## src/rtl/mem_port_arbiter.sv

```systemverilog
// mem_port_arbiter: shares one memory bus between the fetch and data ports,
// with bounded fetch starvation and a bus watchdog that raises a sticky error.
module mem_port_arbiter #(
    parameter int AW         = 32,
    parameter int DW         = 32,
    parameter int STARVE_MAX = 4,
    parameter int TIMEOUT    = 15
) (
    input  logic          clk,
    input  logic          rst,
    input  logic          if_req,
    input  logic [AW-1:0] if_addr,
    output logic [DW-1:0] if_rdata,
    output logic          if_ack,
    input  logic          mem_rd,
    input  logic          mem_wr,
    input  logic [AW-1:0] mem_addr,
    input  logic [DW-1:0] mem_wdata,
    output logic [DW-1:0] mem_rdata,
    output logic          mem_ack,
    output logic          bus_req,
    output logic          bus_we,
    output logic [AW-1:0] bus_addr,
    output logic [DW-1:0] bus_wdata,
    input  logic [DW-1:0] bus_rdata,
    input  logic          bus_ack,
    output logic          if_stall,
    output logic          mem_stall,
    output logic          bus_err
);
    typedef enum logic [1:0] {IDLE, BUS_IF, BUS_MEM} state_t;

    state_t        state_q, state_d;
    logic [3:0]    starve_q, starve_d;
    logic [7:0]    wait_q, wait_d;
    logic          bus_req_q, bus_we_q, bus_err_q;
    logic [AW-1:0] bus_addr_q;
    logic [DW-1:0] bus_wdata_q;
    logic          mem_any, force_if, grant_if, grant_mem, in_bus, timeout, done;

    assign mem_any   = mem_rd || mem_wr;
    assign force_if  = starve_q == 4'(STARVE_MAX) && if_req;
    assign grant_if  = state_q == IDLE && (force_if || (!mem_any && if_req));
    assign grant_mem = state_q == IDLE && !force_if && mem_any;
    assign in_bus    = state_q != IDLE;
    // A late bus_ack in the last allowed cycle still counts as a clean completion.
    assign timeout   = in_bus && !bus_ack && wait_q == 8'(TIMEOUT - 1);
    assign done      = in_bus && (bus_ack || timeout);

    always_comb begin
        state_d  = grant_if ? BUS_IF : grant_mem ? BUS_MEM : done ? IDLE : state_q;
        starve_d = in_bus ? starve_q
                 : (!if_req || grant_if) ? 4'd0
                 : starve_q == 4'(STARVE_MAX) ? starve_q : starve_q + 4'd1;
        wait_d   = (in_bus && !done) ? wait_q + 8'd1 : 8'd0;
    end

    always_ff @(posedge clk or negedge rst) begin
        if (!rst) begin
            state_q     <= IDLE;
            starve_q    <= 4'd0;
            wait_q      <= 8'd0;
            bus_req_q   <= 1'b0;
            bus_we_q    <= 1'b0;
            bus_err_q   <= 1'b0;
            bus_addr_q  <= '0;
            bus_wdata_q <= '0;
        end else begin
            state_q  <= state_d;
            starve_q <= starve_d;
            wait_q   <= wait_d;
            if (grant_if || grant_mem) begin
                bus_req_q   <= 1'b1;
                bus_addr_q  <= grant_mem ? mem_addr : if_addr;
                bus_we_q    <= grant_mem && mem_wr;
                bus_wdata_q <= mem_wdata;
            end else if (done) begin
                bus_req_q <= 1'b0;
                bus_we_q  <= 1'b0;
            end
            if (timeout)
                bus_err_q <= 1'b1;
        end
    end

    assign if_ack    = state_q == BUS_IF && done;
    assign mem_ack   = state_q == BUS_MEM && done;
    assign if_rdata  = bus_ack ? bus_rdata : '0;
    assign mem_rdata = bus_ack ? bus_rdata : '0;
    assign if_stall  = if_req && !if_ack;
    assign mem_stall = mem_any && !mem_ack;
    assign bus_req   = bus_req_q;
    assign bus_we    = bus_we_q;
    assign bus_addr  = bus_addr_q;
    assign bus_wdata = bus_wdata_q;
    assign bus_err   = bus_err_q;
endmodule

```

## config.mk

```make
export PLATFORM = sky130hd
export DESIGN_NAME = mem_port_arbiter
export DESIGN_NICKNAME = d
export VERILOG_FILES = /design/src/rtl/mem_port_arbiter.sv
export SDC_FILE = /design/constraint.sdc
export NUM_CORES = 1
export LEC_CHECK = 0
export CAP_MARGIN = 20
export CORE_MARGIN = 1.5
export CORE_UTILIZATION = 34
export DETAILED_ROUTE_END_ITERATION = 7
export PLACE_DENSITY = 0.75
export SYNTH_ARGS = -nofsm -noshare
export SYNTH_HDL_FRONTEND = slang
export SYNTH_SLANG_ARGS = --single-unit
```

## constraint.sdc

```tcl
create_clock -name clk -period 1.7 [get_ports clk]
set_clock_uncertainty 0.05 [all_clocks]
set_input_delay 0.255 -clock clk [delete_from_list [all_inputs] [get_ports clk]]
set_output_delay 0.255 -clock clk [all_outputs]
set_load 0.01 [all_outputs]
```

==> impl_metrics.yaml <==
status:
  status: "finished, violations left"
  violations: "setup timing"
critical_path:
  worstPathArrival_ns: 1.64
  cp_cell_sequence: "inv_1 -> ha_2 -> and4b_2 -> a21oi_4 -> o31a_1 -> buf_2"
  end_kind: "primary output"
  critPathLaunch: "wait_q[0]"
  critPathTopFamily: "flip-flops"
  path_max_fanout: 5
  timing.rr.start: "wait_q[0]"
  path_buf_inv: 2
  cp_data_required_time_ns: 1.39
  slowest_stage: "dfrtp_1"
  crit_path_start_kind: "register"
  path_class: "reg2out"
  critical-path-max-stage-delay_ns: 0.38
grt:
  antenna_found_initial: 0
  grt_pass1_wl_mm: 22.7
  first_global_vias: 4270
  grt_max_degree: 44
  track_usage: 0.221
  grt_overflow_total: 0
clock_network:
  clkSinkCount: 81
  cts_root_buf: "clkbuf_16"
  clock_latency_ns: 0.34
  cts_htree_levels: 3
  cts_made_buffers: 9
  clock_path_buffers: 2
  clkTransAtPathRegs_ns: 0.06
  cts_tree: "built"
synthesis:
  syn-num-nets: 556
  avgSynthCellArea_um2: 10.3
  synth_cell_types: 38
  syn_area_um2: 4310
  synth-edff-count: 0
  synthArstFlopShare: 1.00
  synth_ff_type: "dfrtp_1"
  seq_area_frac_synth: 0.471
  syn_inst: 418
  yosysWarningCount: 0
  synth-seq-cells: 81
layout:
  final_cell_mix: "198 x clkdlybuf4s50_1, 81 x dfrtp_1, 40 x dlygate4sd2_1"
  final_util: 0.629
  final_common_cell: "clkdlybuf4s50_1"
  nets: 808
  diodes: 0
  area_growth_pct: 77.6
  layout-drive-gt1-share: 0.194
timing:
  rsz0062_at_grt: "true"
  worst_slew_pin_slew_ns: 0.547
  slew-limit-headroom: 0.635
  hold_viol_final: 0
  setup_viol: 7
  fin_crit_sh: 1.15
  drv_slew: 0
  fmax_mhz: 513
  finalCriticalPeriod_ns: 1.95
  worst_slack_ns: -0.249
routing:
  vias: 4328
  ant_nets: 0
  drt_iter0_drc: 331
  vias_per_cell: 5.13
  wirelength_mm: 15.6
  drc: 0
  wl_per_cell_um: 18.5
  dr.pass1.iters: 4
die:
  fp.dieH_um: 116
  dieArea_um2: 13300
  rows: 40
  initial_core_util: 0.354
  coreArea_um2: 12200
  io_pins: 269
  die_w_um: 116
power_and_ir_drop:
  powerDensity_nw_per_um2: 1400
  ir_worst_vdd_mv: 0.668
  p_leak_nw: 3.52
worst_hold_path:
  min_path_type: "in2async"
run:
  max_cap_viol_count: 0
placement:
  gp_congestion: 0.932
  dpl.hpwl_mm: 11.2
  pre_cts_slack_ns: -0.414
  io_buffers: 268
[synthesized netlist by cell type, drive strengths merged (4+ instances only)]
| library cell | n | area [um2] |
|---|---|---|
| ha | 4 | 50.1 |
| nand2 | 6 | 22.5 |
| clkbuf | 27 | 101 |
| buf | 42 | 333 |
| nand3 | 38 | 190 |
| or3 | 4 | 25.0 |
| dfrtp | 81 | 2030 |
| o21ai | 4 | 20.0 |
| a21oi | 36 | 180 |
| inv | 10 | 37.5 |
| a31oi | 32 | 200 |
| nor2 | 8 | 30.0 |
| mux2 | 32 | 413 |
| o31ai | 32 | 240 |
| and2 | 33 | 209 |
[repair_timing]
item,in CTS,in global routing
hold endpoints to repair,20,0
hold buffers,1,0
pin swaps,3,6
setup buffers,3,4
setup endpoints to repair,132,67
gates cloned,1,1
gates resized for setup,70,62
[area by class of cell]
cell class	instances	area (um2)
fillers	985	4510
repair buffers	308	3050
flip-flops and latches	81	2030
multi-input cells	260	2010
clock buffers	11	243
well taps	168	210
clock inverters	5	63.8
inverters	10	37.5
[report_power, final]
| group | switching [mW] | internal [mW] | leakage, nW |
|---|---|---|---|
| Sequential | 0.535 | 2.77 | 0.946 |
| Clock | 0.800 | 1.19 | 0.146 |
| Combinational | 2.37 | 3.07 | 2.42 |
[registers in the layout, summed over array words and instances (netlist names)]
signal	count
bus_err	1
bus_we	1
starve_q	4
bus_addr	32
bus_req	1
bus_wdata	32
wait_q	8
state_q	2
[final timing paths]
check / endpoint / cells past startpoint / slack, ns
min in group clk: wait_q[6] / 4 / 0.42
hold reg to reg: bus_wdata[21] / 1 / 0.46
max in group asynchronous: bus_we / 3 / 0.74
setup / recovery: if_stall / 6 / -0.25
hold / removal: bus_wdata[13] / 2 / 0.31
setup reg to reg: bus_we / 7 / -0.03
[stage by stage]
stage | hold WS (ns) | instances | setup TNS, ns | cell area (um2) | total power [mW]
floorplan | -0.0906 | 418 | 0 | 4310 | 5.82
detailed placement | 0.125 | 818 | -47.25 | 7070 | 8.43
finish | 0.307 | 843 | -0.863 | 7650 | 10.7
global placement | 0.117 | 818 | -42.15 | 7070 | 8.25
CTS | 0.301 | 839 | -1.15 | 7390 | 10.6
global route | 0.337 | 843 | -1.91 | 7650 | 11.3
[cell families after synthesis]
group	Yosys count	share of synthesized area
flip-flops	81	0.471
XOR/XNOR	3	0.00610
adder cells (fa/ha/maj)	4	0.0116
multiplexers	32	0.0959
AND/OR/NAND/NOR	101	0.130
buffers and inverters	79	0.110
AO/OA/AOI/OAI	118	0.176
[metal layers]
| metal | part of all wire | global-route usage | vias to the layer above | wire (um) |
|---|---|---|---|---|
| met3 | 0.081 | 0.0513 | 22 | 1260 |
| li1 | - | - | 1994 | - |
| met4 | 0.018 | 0.0741 | 0 | 280 |
| met1 | 0.42 | 0.288 | 2083 | 6620 |
| met2 | 0.48 | 0.364 | 229 | 7450 |
| met5 | 0 | 0 | - | 0 |
[worst reg2reg max path, stage by stage (launching register included)]
cell and delay [ns]:
dfrtp_1 0.35, inv_1 0.05, ha_2 0.16, and4b_2 0.23
buf_4 0.14, buf_4 0.13, a211o_4 0.41, o32ai_2 0.12
Note: power is estimated with default switching activity, not from simulation.
